[src/rtl/sram_arbiter_pkg.sv]
// Shared widths, RAM op codes, FSM states and grant encoding for the SRAM arbiter.
package sram_arbiter_pkg;

    localparam int ADDR_BUS = 18;
    localparam int DATA_BUS = 16;

    localparam logic RAM_OP_RD = 1'b0;
    localparam logic RAM_OP_WR = 1'b1;

    typedef enum logic [1:0] {
        IDLE = 2'd0,
        ACC1 = 2'd1,
        ACC2 = 2'd2,
        RESP = 2'd3
    } arb_state_t;

    typedef enum logic {
        GNT_IF  = 1'b0,
        GNT_MEM = 1'b1
    } gnt_t;

endpackage

[src/rtl/sram_arbiter_if.sv]
// Bundle of the fetch port, data port and SRAM-controller signals around the arbiter.
interface sram_arbiter_if;
    import sram_arbiter_pkg::*;

    logic                if_req;
    logic [ADDR_BUS-1:0] if_addr;
    logic [DATA_BUS-1:0] if_rdata;
    logic                if_ack;

    logic                mem_req;
    logic                mem_op;
    logic [ADDR_BUS-1:0] mem_addr;
    logic [DATA_BUS-1:0] mem_wdata;
    logic [DATA_BUS-1:0] mem_rdata;
    logic                mem_ack;

    logic                ram_en;
    logic                ram_op;
    logic [ADDR_BUS-1:0] ram_addr;
    logic [DATA_BUS-1:0] ram_wdata;
    logic [DATA_BUS-1:0] ram_rdata;

    logic                stall;

    // master is everything around the arbiter: both requesters and the controller read data
    modport master (
        output if_req, if_addr, mem_req, mem_op, mem_addr, mem_wdata, ram_rdata,
        input  if_rdata, if_ack, mem_rdata, mem_ack, ram_en, ram_op, ram_addr, ram_wdata, stall
    );

    modport slave (
        input  if_req, if_addr, mem_req, mem_op, mem_addr, mem_wdata, ram_rdata,
        output if_rdata, if_ack, mem_rdata, mem_ack, ram_en, ram_op, ram_addr, ram_wdata, stall
    );

endinterface

[src/rtl/sram_arbiter_pick.sv]
// Grant selection between fetch and data ports; SRAM_ARB_RR_EN selects round-robin,
// otherwise the data port has fixed priority.
module sram_arb_pick
    import sram_arbiter_pkg::*;
(
    input  logic if_req,
    input  logic mem_req,
`ifdef SRAM_ARB_RR_EN
    input  gnt_t last_gnt,
`endif
    output gnt_t gnt
);

    always_comb begin
        gnt = GNT_IF;
`ifdef SRAM_ARB_RR_EN
        if (if_req && mem_req)
            gnt = (last_gnt == GNT_MEM) ? GNT_IF : GNT_MEM;
        else if (mem_req)
            gnt = GNT_MEM;
`else
        if (mem_req)
            gnt = GNT_MEM;
`endif
    end

endmodule

[src/rtl/sram_arbiter.sv]
// Two-port arbiter in front of a single-access SRAM controller (4-cycle access).
// SRAM_ARB_RR_EN switches contention from fixed mem priority to round-robin.
//
// state | meaning
// IDLE  | sample requests, latch grant/addr/op/wdata, pulse ram_en
// ACC1  | ram_en high, controller samples the access
// ACC2  | controller completion cycle, rdata captured at the end
// RESP  | ack high for one cycle to the granted port
module sram_arbiter
    import sram_arbiter_pkg::*;
(
    input  logic          clk_50MHz,
    input  logic          rst,
    sram_arbiter_if.slave bus
);

    arb_state_t          state_q, state_d;
    gnt_t                gnt_sel, gnt_q;
    logic                load, capture;
    logic                ram_en_q, ram_op_q;
    logic [ADDR_BUS-1:0] ram_addr_q;
    logic [DATA_BUS-1:0] ram_wdata_q, if_rdata_q, mem_rdata_q;
    logic                if_ack_q, mem_ack_q;

    sram_arb_pick u_pick (
        .if_req   (bus.if_req),
        .mem_req  (bus.mem_req),
`ifdef SRAM_ARB_RR_EN
        .last_gnt (gnt_q),
`endif
        .gnt      (gnt_sel)
    );

    always_ff @(posedge clk_50MHz or negedge rst) begin
        if (!rst) state_q <= IDLE;
        else      state_q <= state_d;
    end

    always_comb begin
        state_d = state_q;
        load    = 1'b0;
        capture = 1'b0;
        case (state_q)
            IDLE: begin
                if (bus.if_req || bus.mem_req) begin
                    state_d = ACC1;
                    load    = 1'b1;
                end
            end
            ACC1: state_d = ACC2;
            ACC2: begin
                state_d = RESP;
                capture = 1'b1;
            end
            RESP:    state_d = IDLE;
            default: state_d = IDLE;
        endcase
    end

    // gnt_q doubles as the last-grant flag for round-robin
    always_ff @(posedge clk_50MHz or negedge rst) begin
        if (!rst) begin
            gnt_q       <= GNT_IF;
            ram_en_q    <= 1'b0;
            ram_op_q    <= RAM_OP_RD;
            ram_addr_q  <= '0;
            ram_wdata_q <= '0;
            if_ack_q    <= 1'b0;
            mem_ack_q   <= 1'b0;
            if_rdata_q  <= '0;
            mem_rdata_q <= '0;
        end else begin
            ram_en_q  <= load;
            if_ack_q  <= capture && (gnt_q == GNT_IF);
            mem_ack_q <= capture && (gnt_q == GNT_MEM);
            if (load) begin
                gnt_q <= gnt_sel;
                if (gnt_sel == GNT_MEM) begin
                    ram_addr_q  <= bus.mem_addr;
                    ram_op_q    <= bus.mem_op;
                    ram_wdata_q <= bus.mem_wdata;
                end else begin
                    ram_addr_q  <= bus.if_addr;
                    ram_op_q    <= RAM_OP_RD;
                    ram_wdata_q <= '0;
                end
            end
            if (capture && (ram_op_q == RAM_OP_RD)) begin
                if (gnt_q == GNT_MEM) mem_rdata_q <= bus.ram_rdata;
                else                  if_rdata_q  <= bus.ram_rdata;
            end
        end
    end

    assign bus.ram_en    = ram_en_q;
    assign bus.ram_op    = ram_op_q;
    assign bus.ram_addr  = ram_addr_q;
    assign bus.ram_wdata = ram_wdata_q;
    assign bus.if_ack    = if_ack_q;
    assign bus.mem_ack   = mem_ack_q;
    assign bus.if_rdata  = if_rdata_q;
    assign bus.mem_rdata = mem_rdata_q;
    assign bus.stall     = (bus.if_req & ~if_ack_q) | (bus.mem_req & ~mem_ack_q);

endmodule

[src/flat_wrapper.sv]
// flat-port wrapper written by rule: the top's interface ports become plain ports
module sram_arbiter_flat import sram_arbiter_pkg::*;
  (clk_50MHz, rst, bus_if_req, bus_if_addr, bus_mem_req, bus_mem_op, bus_mem_addr, bus_mem_wdata, bus_ram_rdata, bus_if_rdata, bus_if_ack, bus_mem_rdata, bus_mem_ack, bus_ram_en, bus_ram_op, bus_ram_addr, bus_ram_wdata, bus_stall);
  sram_arbiter_if bus_i ();
  input  logic clk_50MHz;
  input  logic rst;
  input wire logic [$bits(bus_i.if_req)-1:0] bus_if_req;
  input wire logic [$bits(bus_i.if_addr)-1:0] bus_if_addr;
  input wire logic [$bits(bus_i.mem_req)-1:0] bus_mem_req;
  input wire logic [$bits(bus_i.mem_op)-1:0] bus_mem_op;
  input wire logic [$bits(bus_i.mem_addr)-1:0] bus_mem_addr;
  input wire logic [$bits(bus_i.mem_wdata)-1:0] bus_mem_wdata;
  input wire logic [$bits(bus_i.ram_rdata)-1:0] bus_ram_rdata;
  output wire logic [$bits(bus_i.if_rdata)-1:0] bus_if_rdata;
  output wire logic [$bits(bus_i.if_ack)-1:0] bus_if_ack;
  output wire logic [$bits(bus_i.mem_rdata)-1:0] bus_mem_rdata;
  output wire logic [$bits(bus_i.mem_ack)-1:0] bus_mem_ack;
  output wire logic [$bits(bus_i.ram_en)-1:0] bus_ram_en;
  output wire logic [$bits(bus_i.ram_op)-1:0] bus_ram_op;
  output wire logic [$bits(bus_i.ram_addr)-1:0] bus_ram_addr;
  output wire logic [$bits(bus_i.ram_wdata)-1:0] bus_ram_wdata;
  output wire logic [$bits(bus_i.stall)-1:0] bus_stall;
  assign bus_i.if_req = bus_if_req;
  assign bus_i.if_addr = bus_if_addr;
  assign bus_i.mem_req = bus_mem_req;
  assign bus_i.mem_op = bus_mem_op;
  assign bus_i.mem_addr = bus_mem_addr;
  assign bus_i.mem_wdata = bus_mem_wdata;
  assign bus_i.ram_rdata = bus_ram_rdata;
  assign bus_if_rdata = bus_i.if_rdata;
  assign bus_if_ack = bus_i.if_ack;
  assign bus_mem_rdata = bus_i.mem_rdata;
  assign bus_mem_ack = bus_i.mem_ack;
  assign bus_ram_en = bus_i.ram_en;
  assign bus_ram_op = bus_i.ram_op;
  assign bus_ram_addr = bus_i.ram_addr;
  assign bus_ram_wdata = bus_i.ram_wdata;
  assign bus_stall = bus_i.stall;
  sram_arbiter u_core (.clk_50MHz(clk_50MHz), .rst(rst), .bus(bus_i));
endmodule
[config.mk]
export PLATFORM = sky130hd
export DESIGN_NAME = sram_arbiter_flat
export DESIGN_NICKNAME = d
export VERILOG_FILES = /design/src/rtl/sram_arbiter_pkg.sv /design/src/rtl/sram_arbiter_if.sv /design/src/rtl/sram_arbiter_pick.sv /design/src/rtl/sram_arbiter.sv /design/src/flat_wrapper.sv
export SDC_FILE = /design/constraint.sdc
export NUM_CORES = 1
export LEC_CHECK = 0
export ABC_AREA = 1
export ABC_CLOCK_PERIOD_IN_PS = 2400
export BUFFER_PORTS_ARGS = -buffer_cell sky130_fd_sc_hd__buf_2
export CAP_MARGIN = 30
export CORE_ASPECT_RATIO = 2
export CORE_MARGIN = 2
export CORE_UTILIZATION = 45
export CTS_BUF_LIST = sky130_fd_sc_hd__clkbuf_4
export CTS_CLUSTER_DIAMETER = 40
export CTS_CLUSTER_SIZE = 10
export DETAILED_ROUTE_END_ITERATION = 8
export PLACE_DENSITY = 0.85
export SLEW_MARGIN = 20
export SYNTH_ARGS = -nofsm -noshare
export SYNTH_HDL_FRONTEND = slang
export SYNTH_SLANG_ARGS = --single-unit
[constraint.sdc]
create_clock -name clk_50MHz -period 2.4 [get_ports clk_50MHz]
set_input_delay 0.48 -clock clk_50MHz [delete_from_list [all_inputs] [get_ports clk_50MHz]]
set_output_delay 0.48 -clock clk_50MHz [all_outputs]
set_load 0.005 [all_outputs]
; ---- Yosys cells after proc, flatten, opt, wreduce, memory -nomap -nowiden
; Index checks and enable logic that the tools add are counted.
[op_classes]
n_addsub = 0
n_mul = 0
div_mod_pow = 0
order_cmp = 0
eq_ne = 4
shifts = 0
n_mux = 9
n_bitwise = 7
n_reduce_logical = 7
[ops]
columns = operator, n
row1 = $mux W18, 1
row2 = $mux W16, 1
row3 = $pmux W2 S4, 1
row4 = $mux W1, 5
row5 = $eq A2 B2 Y1 const B, 2
row6 = $not A1 Y1, 4
row7 = $reduce_and A2 Y1, 2
row8 = $logic_and A1 B1 Y1, 3
row9 = $and A1 B1 Y1, 2
row10 = $eq A2 B1 Y1 const B, 1
row11 = $logic_not A2 Y1, 1
row12 = $mux W2, 1
row13 = $ne A2 B1 Y1 const B, 1
row14 = $logic_or A1 B1 Y1, 1
row15 = $or A1 B1 Y1, 1
[word_totals]
register_bits = 73
latch_bits = 0
ram_bits = 0
romBits = 0
out_inout_bits = 71
elab_cells = 37
mem_count = 0

; ---- Longest topological paths before layout
; Gate-level depths: netlist of run 1.
[logic_depth]
word_depth = 4
depth_mapped = 8

; ---- Cells and area by module
; Synthesis of run 1 repeated with hierarchy kept, for this count alone.
[unflattened]
cells_unflattened = 413
area_unflattened_um2 = 3306.9
[modules_own_cells]
columns = module, instances, cells_per_inst, area_each_um2, seq_area_each_um2
row1 = sram_arbiter, 1, 412, 3299.4, 1826.8
row2 = sram_arb_pick, 1, 1, 7.5, 0.0

; ---- Worst setup path before layout of run 1
; Ideal clock, no wire load.
[synth_path]
path_type = input port to output port
startpoint = input port bus_mem_req
endpoint = output port bus_stall
arrival_ns = 0.863
t_required_ns = 1.920
path_slack_ns = 1.057
stages = 3
n_path_buf = 1
path_cell_list = inv_2 > buf_2 > o22ai_1
[synth_between]
elab_chain_len = 2
[synth_rtl]
columns = item, line
row1 = start: declaration, flat_wrapper.sv:9  ; input wire logic [$bits(bus_i.mem_req)-1:0] bus_mem_req;
row2 = $and A1 B1 Y1, sram_arbiter.sv:103  ; assign bus.stall = (bus.if_req & ~if_ack_q) | (bus.mem_req & ~mem_ack_q);
row3 = $or A1 B1 Y1, sram_arbiter.sv:103
row4 = end: declaration, flat_wrapper.sv:22  ; output wire logic [$bits(bus_i.stall)-1:0] bus_stall;
; No other way between the ends.

; ---- Final worst setup path of run 1
[layout_path]
startpoint = register u_core.state_q[0]
endpoint = register u_core.if_rdata_q[13], in the netlist u_core.bus.if_rdata[13]
[layout_between]
elab_chain_len = 4
[layout_rtl]
columns = item, line
row1 = start: declaration, sram_arbiter.sv:17  ; arb_state_t state_q, state_d;
row2 = start signal: assignment, sram_arbiter.sv:36  ; else state_q <= state_d;
row3 = $eq A2 B2 Y1, sram_arbiter.sv:43  ; case (state_q)
row4 = $mux W1, sram_arbiter.sv:43
row5 = $logic_and A1 B1 Y1, sram_arbiter.sv:88  ; if (capture && (ram_op_q == RAM_OP_RD)) begin
row6 = $reduce_and A2 Y1 (no source line), -
row7 = end signal: assignment, sram_arbiter.sv:90  ; else if_rdata_q <= bus.ram_rdata;
row8 = end: declaration, sram_arbiter.sv:22  ; logic [DATA_BUS-1:0] ram_wdata_q, if_rdata_q, mem_rdata_q;
; No other way between the ends.
; A chain may end at the register's enable or synchronous reset.

==> results of run 1 <==
cells by family (layout without fill, tap and decap cells):
family	Yosys count	after routing	share of synthesized area [%]
AO/OA/AOI/OAI	2	2	0.4852
buffers and inverters	24	174	4.123
flip-flops	73	73	59.01
adder cells (fa/ha/maj)	3	3	1.213
AND/OR/NAND/NOR	272	272	35.17
area by class of cell:
cell class,count,area [sq um],share of cell area [%]
clock inverter,5,22.52,0.5627
clock buffer,11,82.58,2.063
timing repair buffer,149,785.8,19.63
inverter,9,33.78,0.8440
tap,88,110.1,2.751
multi-input combinational,277,1141,28.51
sequential,73,1827,45.64
worst max-delay path, stage by stage, from the launching register on:
cell	delay [ns]
dfrtp_1	0.39
inv_1	0.10
ha_1	0.23
inv_1	0.07
nor2_2	0.52
nand3_1	0.16
nand2_1	0.11
sequential cells by signal (all words and copies together) (netlist names):
register	flops
u_core.bus.ram_addr	18
u_core.bus.if_rdata	16
u_core.bus.mem_rdata	16
u_core.bus.ram_wdata	16
u_core.state_q	2
u_core.bus.if_ack	1
u_core.bus.mem_ack	1
u_core.bus.ram_en	1
u_core.bus.ram_op	1
u_core.gnt_q	1
what timing repair did:
| action | CTS | global route |
|---|---|---|
| hold buffers | 0 | 1 |
| hold endpoints to repair | 0 | 24 |
| buffers inserted | 0 | 0 |
power by group:
group | total, mW | switching [mW] | internal, mW
clock | 0.632 | 0.407 | 0.225
sequential | 2.11 | 0.307 | 1.80
combinational | 1.91 | 1.11 | 0.794
total | 4.65 | 1.83 | 2.82
per-layer routing:
metal  track usage, %  wire (um)
met5                0          0
met1            22.76       2840
met4            12.92        228
met3            3.061        444
met2            38.78       4237
metrics by stage:
stage                     hold WS [ns]  cell area [sq um]
after detailed placement        0.4526               3860
after global placement          0.4485               3860
after CTS                       0.2079               3965
final                           0.2576               4003
after global routing            0.2324               4003
after floorplan                 0.1844               3095
cell usage in the layout, fill, tap and decap left out:
cell type,Yosys,layout
nand2_1,231,231
buf_2,6,142
dfrtp_1,73,73
nand3_1,34,34
clkbuf_4,0,11
buf_4,4,5
inv_1,4,4
clkinv_1,2,4
inv_2,3,3
ha_1,3,3
clkinv_2,0,3
nand2_2,2,2
nor2_2,1,1
o22ai_1,1,1
nor2_1,1,1
nor2_4,1,1
nand3b_2,1,1
o21ai_2,1,1
or2_2,1,1
dlygate4sd3_1,0,1
buf_16,0,1
worst min-delay path by stage:
stage / from / to / slack (ns)
after global placement: u_core.bus.if_rdata[4] / u_core.bus.if_rdata[4] / 0.45
after global routing: bus_mem_wdata[14] / u_core.bus.ram_wdata[14] / 0.23
final: bus_mem_wdata[14] / u_core.bus.ram_wdata[14] / 0.26
after CTS: rst / u_core.bus.if_ack / 0.21
after detailed placement: u_core.bus.ram_wdata[5] / u_core.bus.ram_wdata[5] / 0.45
after floorplan: rst / u_core.bus.if_ack / 0.18
==> reports/metrics.cfg, run 1 <==
[run]
maxCapViolCount=0

[cts]
clkTransAtPathRegs_ns=0.11
cts.sinks=73
cts_root_buffer=clkbuf_4
worstSkewPairLatency_ns=0.41
htree_levels=3
cts_buffers=9
clk_path_buf_depth=2
cts_tree=built
post_cts_resized=0

[floorplan]
top_level_ports=144
die_w_um=62.65
rows=42
die_h_um=121.3
core_sq_um=6621
dieArea_sq_um=7598
start_util_pct=46.75

[timing]
rsz0062_at_grt=no
relSlewSlack_pct=55.05
hold_viol=0
period_needed_ns=1.650
finalMaxSlewViolations=0
setup_violations=0
fmax_mhz=606.2
finalClockSkew_ns=0.01080
fin_ws_ns=0.7503
tightest_slew_ns=0.6735
finalSetupTns_ns=0
fin_crit_sh_pct=68.74

[synth]
synth_common_cells=nand2_1 (231), dfrtp_1 (73), nand3_1 (34)
ys_warn_count=0
synth_top_area_share_pct=59.01
synth_seq_cells=73
yosys_most_used_dff=dfrtp_1
synth_area_per_cell_sq_um=8.277
synthArstFlopShare_pct=100.0
syn_inst=374
syn_nets=450
ys_seq_area_share_pct=59.01
yosys-top-cells-area=dfrtp_1 (59%), nand2_1 (28%), nand3_1 (5.5%), ha_1 (1.2%), buf_2 (0.97%)
yosysTopAreaCell=dfrtp_1
synth-edff-count=0
yosysMostFrequentCell=nand2_1
ys_types=19
syn_area_sq_um=3095

[worst_setup_path]
cp.arrival_ns=2.00
r2r-end=u_core.bus.if_rdata[13]
path_class=flip-flop to flip-flop
reg2reg_slack_ns=0.75
timing.rr.start=u_core.state_q[0]
worstSetupStartpoint=u_core.state_q[0]
cp-start-kind=flip-flop
reg2regPathDepth=6
critPathCapture=u_core.bus.if_rdata[13]
crit_required_ns=2.75
worstSetupEndpointType=flip-flop
crit_fanout=17

[routing]
ant_nets=0
via_count=2906
first_iter_violations=185
viasPerCell=4.748
finalWirelength_um=7751
drc=0
first_pass_iters=4
wl_per_cell_um=12.67

[global_route]
grt_pass1_wl_um=12590
grt_max_degree=74
grt_use_total_pct=21.25
antenna_found_initial=0
grt_pass1_vias=2828
grt-ovfl-total=0

[final_layout]
final_util_pct=60.45
antenna_cells=0
fin_cells=612
n_fill_cell=638
drive_gt1_share_pct=32.82
areaGrowthSynthToFinish_pct=29.30
nets=595

[placed_design]
placed_cells=594
gp_congestion=0.8047
post-dp-hpwl_um=5703
place_ws_ns=0.7620
portBuffers=143

[power_and_ir_drop]
p_leak_nw=2.442
peakVddDrop_mv=0.5700
powerDensity_nw_per_um2=1162
total_power_mw=4.651

[status]
status=completed

[hold_path]
whs_path_depth=3
hp-class=primary input to flip-flop

Power figures use the tool's default switching activity.
==> run 2: changes to the inputs <==
--- a/config.mk
+++ b/config.mk
@@ -6,7 +6,7 @@
 export NUM_CORES = 1
 export LEC_CHECK = 0
 export ABC_AREA = 1
-export ABC_CLOCK_PERIOD_IN_PS = 2400
+export ABC_CLOCK_PERIOD_IN_PS = 1600
 export BUFFER_PORTS_ARGS = -buffer_cell sky130_fd_sc_hd__buf_2
 export CAP_MARGIN = 30
 export CORE_ASPECT_RATIO = 2
==> constraint.sdc (replaced) <==
create_clock -name clk_50MHz -period 1.6 [get_ports clk_50MHz]
set_input_delay 0.32 -clock clk_50MHz [delete_from_list [all_inputs] [get_ports clk_50MHz]]
set_output_delay 0.32 -clock clk_50MHz [all_outputs]
set_load 0.005 [all_outputs]
==> run 2 against run 1 <==
Net effect:
- final cell count rose by 0.65%
- clock power rose by 76%
- design area rose by 1.3%
- clock skew fell by 0.00074 ns
- clock-buffer cell count did not move
- core utilization rose by 0.79 points
- wire length fell by 0.48%
- hold slack got worse by 0.16 ns
- largest cell class unchanged
- highest routed layer unchanged
==> reports/metrics.cfg, run 2 (synthesized netlist as in run 1, its figures left out) <==
[timing]
fin_crit_sh_pct=92.41  ; +24 points
tightest_slew_ns=0.4073  ; -0.2661 ns
fmax_mhz=676.3  ; +12%
setup_violations=0  ; unchanged
rsz0062_at_grt=no
hold_viol=0  ; unchanged
period_needed_ns=1.479  ; -0.1710 ns
finalMaxSlewViolations=0  ; unchanged
finalSetupTns_ns=0  ; unchanged
timing.hold.ws_ns=0.09490  ; -0.1627 ns
finalClockSkew_ns=0.01006  ; -0.0007380 ns
relSlewSlack_pct=72.78  ; +18 points

[hold_path]
hold_path_end=u_core.bus.ram_wdata[12]
hold_start=bus_mem_wdata[12]
whs_path_depth=3  ; unchanged
hp-class=primary input to flip-flop

[cts]
clkTransAtPathRegs_ns=0.11  ; about the same
cts_tree=built
clk_path_buf_depth=2  ; unchanged
worstSkewPairLatency_ns=0.43  ; +0.02 ns
post_cts_resized=0  ; unchanged
htree_levels=3  ; unchanged
cts_root_buffer=clkbuf_4
cts.sinks=73  ; unchanged
cts_buffers=9  ; unchanged

[status]
status=completed

[floorplan]
top_level_ports=144  ; unchanged
start_util_pct=46.75  ; unchanged
die_w_um=62.65  ; unchanged
die_h_um=121.3  ; unchanged
core_sq_um=6621  ; unchanged
dieArea_sq_um=7598  ; unchanged
rows=42  ; unchanged

[worst_setup_path]
reg2regPathDepth=6  ; unchanged
crit_required_ns=1.96  ; -0.79 ns
worstSetupEndpointType=flip-flop
cp.arrival_ns=1.84  ; -0.16 ns
timing.rr.start=u_core.state_q[0]
path_class=flip-flop to flip-flop
crit_fanout=19  ; +2
reg2reg_slack_ns=0.12  ; -0.63 ns
cp-start-kind=flip-flop
r2r-end=u_core.bus.ram_addr[7]

[placed_design]
gp_congestion=0.7588  ; -5.7%
portBuffers=143  ; unchanged
post-dp-hpwl_um=5877  ; +3.0%

[power_and_ir_drop]
p_leak_nw=2.475  ; +1.4%
peakVddDrop_mv=0.8186  ; +44%
powerDensity_nw_per_um2=1780  ; +53%

[routing]
wl_per_cell_um=12.52  ; -1.1%
via_count=2945  ; +1.3%
first_pass_iters=5  ; +1
first_iter_violations=217  ; +17%
ant_nets=0  ; unchanged
viasPerCell=4.781  ; +0.68%
finalWirelength_um=7714  ; -0.48%
drc=0  ; unchanged

[global_route]
grtUsageMet2_pct=39.99  ; +1.2 points
met1_usage_pct=21.66  ; -1.1 points
grt_max_degree=74  ; unchanged
grt-ovfl-total=0  ; unchanged
grt_util_met3_pct=5.102  ; +2.0 points
antenna_found_initial=0  ; unchanged
grt_use_total_pct=21.40  ; +0.14 points
grt_pass1_vias=2896  ; +2.4%
busiest_layer=met2
grt_pass1_wl_um=12680  ; +0.77%

[final_layout]
drive_gt1_share_pct=33.71  ; +0.89 points
n_fill_cell=608  ; -4.7%
final_common_cell=nand2_1
antenna_cells=0  ; unchanged
largest_register_ffs=18  ; unchanged
final_cell_mix=nand2_1 (231), buf_2 (142), dfrtp_1 (73), nand3_1 (34), clkbuf_4 (11)
nets=600  ; +0.84%
regArea_sq_um=1827  ; unchanged
areaGrowthSynthToFinish_pct=31.00
multiInputGateArea_sq_um=1141  ; unchanged

[run]
maxCapViolCount=0  ; unchanged

-- run 2: worst max path at each step --
| stage | from | endpoint | slack [ns] | cells past startpoint |
|---|---|---|---|---|
| 2_1_floorplan | u_core.state_q[0] | u_core.bus.mem_rdata[10] | 0.28 | 8 |
| 6_report | u_core.state_q[0] | u_core.bus.ram_addr[7] | 0.12 | 6 |
| 5_1_grt | u_core.state_q[0] | u_core.bus.ram_addr[14] | 0.002 | 6 |
| 4_1_cts | u_core.state_q[1] | u_core.bus.ram_addr[7] | 0.08 | 6 |
| 3_5_place_dp | u_core.state_q[1] | u_core.bus.ram_addr[7] | 0.1 | 6 |
| 3_3_place_gp | u_core.state_q[0] | u_core.bus.ram_addr[4] | 0.22 | 6 |
-- run 2: critical path, cell delays in order, from the launching register on --
cell and delay (ns):
dfrtp_1 0.40, inv_1 0.11, ha_1 0.32, inv_2 0.08
nor2_4 0.33, nand2_1 0.11, nand2_1 0.08
-- run 2: repair_timing --
item                                   4_1_cts  5_1_grt
setup endpoints to repair                    0        5
hold buffers                                 1        0
setup buffers                                0        0
endpoints found under the hold margin       73        0
-- run 2: report_power, final --
group / total [mW] / leakage [nW] / switching [mW] / internal, mW
registers: 3.19 / 0.911 / 0.478 / 2.71
clock network: 1.11 / 0.0765 / 0.610 / 0.496
logic: 2.92 / 1.49 / 1.67 / 1.25
total: 7.22 / 2.47 / 2.76 / 4.46
-- run 2: area by class of cell --
cell class,count,area share [%]
Multi-Input combinational cell,277,28.14
Inverter,9,0.8331
Timing Repair Buffer,154,20.12
Sequential cell,73,45.05
Tap cell,88,2.715
Clock inverter,4,1.111
Clock buffer,11,2.036
-- run 2: metal layers --
layer / share of wire, % / wire length, um / up-vias
li1: - / - / 1445
met1: 36 / 2752 / 1345
met2: 56 / 4283 / 131
met3: 5.7 / 438 / 24
met4: 3.1 / 240 / 0
met5: 0 / 0 / -
-- run 2: metrics by stage --
step                      utilization (%)  instances  cell area, sq um  power (mW)  setup WS, ns
after floorplan                         -        374              3095       4.767        0.2821
after global placement              59.16        600              3918       6.011        0.2229
after detailed placement            59.16        600              3918       6.186       0.09605
after CTS                           61.24        616              4055       7.300       0.07709
after global routing                61.24        616              4055       7.806      0.001639
final                               61.24        616              4055       7.217        0.1214
==> run 3: changes to the inputs <==
--- a/config.mk
+++ b/config.mk
@@ -5,7 +5,6 @@
 export SDC_FILE = /design/constraint.sdc
 export NUM_CORES = 1
 export LEC_CHECK = 0
-export ABC_AREA = 1
 export ABC_CLOCK_PERIOD_IN_PS = 1600
 export BUFFER_PORTS_ARGS = -buffer_cell sky130_fd_sc_hd__buf_2
 export CAP_MARGIN = 30
==> run 3 against run 2 <==
Net effect:
- die area down 2.5%
- via count down 19%
- global-route usage down 1.1 points
- wire length down 5.9%
- highest routed layer unchanged
==> reports/metrics.cfg, run 3 <==
[cts]
cts.sinks=73  ; unchanged
htree_levels=3  ; unchanged
worstSkewPairLatency_ns=0.41  ; -0.02 ns
clkTransAtPathRegs_ns=0.11  ; about the same
cts_root_buffer=clkbuf_4
clk_path_buf_depth=2  ; unchanged
cts_tree=built
cts_buffers=9  ; unchanged

[hold_path]
hold_path_end=u_core.bus.ram_wdata[7]
whs_path_depth=2  ; -1
hold_start=bus_mem_wdata[7]
hp-class=primary input to flip-flop

[routing]
first_iter_violations=97  ; -55%
first_pass_iters=4  ; -1
ant_nets=0  ; unchanged
finalWirelength_um=7261  ; -5.9%
via_count=2378  ; -19%
viasPerCell=5.147  ; +7.7%
drc=0  ; unchanged
wl_per_cell_um=15.72  ; +26%

[synth]
ys_warn_count=0  ; unchanged
syn_area_sq_um=3014  ; -2.6%
synth-edff-count=0  ; unchanged
syn_nets=292  ; -35%
ys_seq_area_share_pct=60.61  ; +1.6 points
synthArstFlopShare_pct=100.0  ; unchanged
yosys_most_used_dff=dfrtp_1
synth_area_per_cell_sq_um=13.95  ; +69%
synth_top_area_share_pct=60.61  ; +1.6 points
ys_types=24  ; +5
syn_inst=216  ; -42%
synth_seq_cells=73  ; unchanged
synth_common_cells=dfrtp_1 (73), o22ai_1 (36), mux2_4 (20)
yosysTopAreaCell=dfrtp_1
yosysMostFrequentCell=dfrtp_1
yosys-top-cells-area=dfrtp_1 (61%), mux2_4 (10%), o22ai_1 (7.5%), a22o_1 (4.9%), mux2_2 (4.9%)

[final_layout]
final_cell_mix=buf_2 (142), dfrtp_1 (73), o22ai_1 (36), mux2_4 (26), a21oi_1 (18)
fin_area_sq_um=4136  ; +2.0%
fin_cells=462  ; -25%
areaGrowthSynthToFinish_pct=37.24
final_common_cell=buf_2
nets=444  ; -26%
drive_gt1_share_pct=56.84  ; +23 points
largest_register_ffs=18  ; unchanged

[timing]
period_needed_ns=1.546  ; +0.06691 ns
rsz0062_at_grt=yes
setup_violations=0  ; unchanged
tightest_slew_ns=0.7319  ; +0.3246 ns
fmax_mhz=647.0  ; -4.3%
fin_crit_sh_pct=96.59  ; +4.2 points
finalClockSkew_ns=0.009687  ; -0.0003738 ns
relSlewSlack_pct=51.20  ; -22 points
timing.hold.ws_ns=0.1206  ; +0.02569 ns
finalMaxSlewViolations=0  ; unchanged
hold_viol=0  ; unchanged

[worst_setup_path]
crit_fanout=5  ; -14
crit_slowest_cell=dfrtp_1
crit_required_ns=1.90  ; -0.06 ns
worstSetupEndpointType=flip-flop
reg2reg_slack_ns=0.05  ; -0.07 ns
crit_buf_inv=2  ; unchanged
reg2regPathDepth=6  ; unchanged
cpLargestDelayFamily=flip-flops
r2r-end=u_core.bus.if_rdata[6]
timing.rr.start=u_core.state_q[0]
crit_top_cell=nor2b_4
cp.arrival_ns=1.85  ; about the same
path_class=flip-flop to flip-flop
path_cells=inv_2 -> ha_4 -> nor2b_4 -> nor2b_4 -> clkbuf_16 -> mux2_4
crit_path_max_incr_delay_ns=0.39  ; about the same
cp-start-kind=flip-flop

[floorplan]
core_sq_um=6569  ; -0.79%
rows=42  ; unchanged
start_util_pct=45.89  ; -0.86 points
die_h_um=119.7  ; -1.3%
dieArea_sq_um=7408  ; -2.5%
die_w_um=61.87  ; -1.2%
top_level_ports=144  ; unchanged

[status]
status=completed

[global_route]
grt_max_degree=74  ; unchanged
grt-ovfl-total=0  ; unchanged
grt_pass1_wl_um=10920  ; -14%
antenna_found_initial=1  ; +1
grt_use_total_pct=20.26  ; -1.1 points
grt_pass1_vias=2340  ; -19%

[placed_design]
gp_congestion=0.8031  ; +5.8%
portBuffers=143  ; unchanged
placed_area_sq_um=3849  ; -1.8%
placed_cells=443  ; -26%
post-dp-hpwl_um=5398  ; -8.1%

[power_and_ir_drop]
p_leak_nw=2.121  ; -14%
peakVddDrop_mv=0.9083  ; +11%
powerDensity_nw_per_um2=2039  ; +15%

[run]
maxCapViolCount=0  ; unchanged

[run 3: where the power goes]
part / leakage, nW / switching (mW) / internal, mW
combinational: 1.14 / 1.45 / 2.08
sequential: 0.875 / 0.578 / 2.76
clock: 0.110 / 0.613 / 0.962
total: 2.12 / 2.64 / 5.79
[run 3: stage by stage]
step / util, % / setup WS, ns / total power [mW] / TNS [ns]
after floorplan: - / 0.03275 / 5.353 / 0
after global placement: 58.59 / 0.03481 / 6.580 / 0
after detailed placement: 58.59 / -0.01632 / 6.773 / -0.04977
after CTS: 61.98 / 0.001773 / 8.375 / 0
after global routing: 62.97 / -0.05274 / 9.006 / -0.3675
final: 62.97 / 0.05448 / 8.432 / 0
[run 3: logic make-up after synthesis]
logic type	synth area share, %
and+or+nand+nor	2.491
muxes	15.15
adders and majority gates	1.245
DFF	60.61
AOI/OAI and AO/OA	15.86
buffers and inverters	4.649
[run 3: worst max-delay path by stage]
stage | from | endpoint | slack (ns) | cells past startpoint
6_report | u_core.state_q[0] | u_core.bus.if_rdata[6] | 0.05 | 6
5_1_grt | u_core.state_q[0] | u_core.bus.if_rdata[6] | -0.05 | 6
4_1_cts | u_core.state_q[0] | u_core.bus.if_rdata[10] | 0.002 | 6
3_5_place_dp | u_core.state_q[0] | u_core.bus.if_rdata[15] | -0.02 | 6
3_3_place_gp | u_core.state_q[0] | u_core.bus.if_rdata[15] | 0.03 | 6
2_1_floorplan | u_core.state_q[0] | u_core.bus.if_rdata[0] | 0.03 | 7
[run 3: what timing repair did]
action | CTS | global route
hold buffers | 1 | 0
pin swaps | 0 | 1
gates cloned | 0 | 1
setup endpoints to repair | 23 | 16
resized for setup | 4 | 8
buffers inserted | 0 | 0
endpoints found under the hold margin | 73 | 0
[run 3: final cells by class]
cell class	instances	area, sq um
antenna	1	2.502
clock buffer	10	75.07
clock inverter	6	130.1
fill	552	2432
inverter	5	18.77
multi-input combinational	122	1089
sequential	73	1827
tap	88	110.1
timing repair buffer	157	884.6
[run 3: per-layer routing]
layer | wire [um] | track usage, % | vias to the layer above
li1 | - | - | 1113
met1 | 2594 | 21.44 | 1154
met2 | 4107 | 35.13 | 95
met3 | 358 | 4.634 | 16
met4 | 200 | 10.51 | 0
met5 | 0 | 0 | -
[run 3: worst reg2reg max path: stages, from the launching register on]
cell,delay (ns)
dfrtp_1,0.39
inv_2,0.09
ha_4,0.14
nor2b_4,0.13
nor2b_4,0.22
clkbuf_16,0.18
mux2_4,0.29
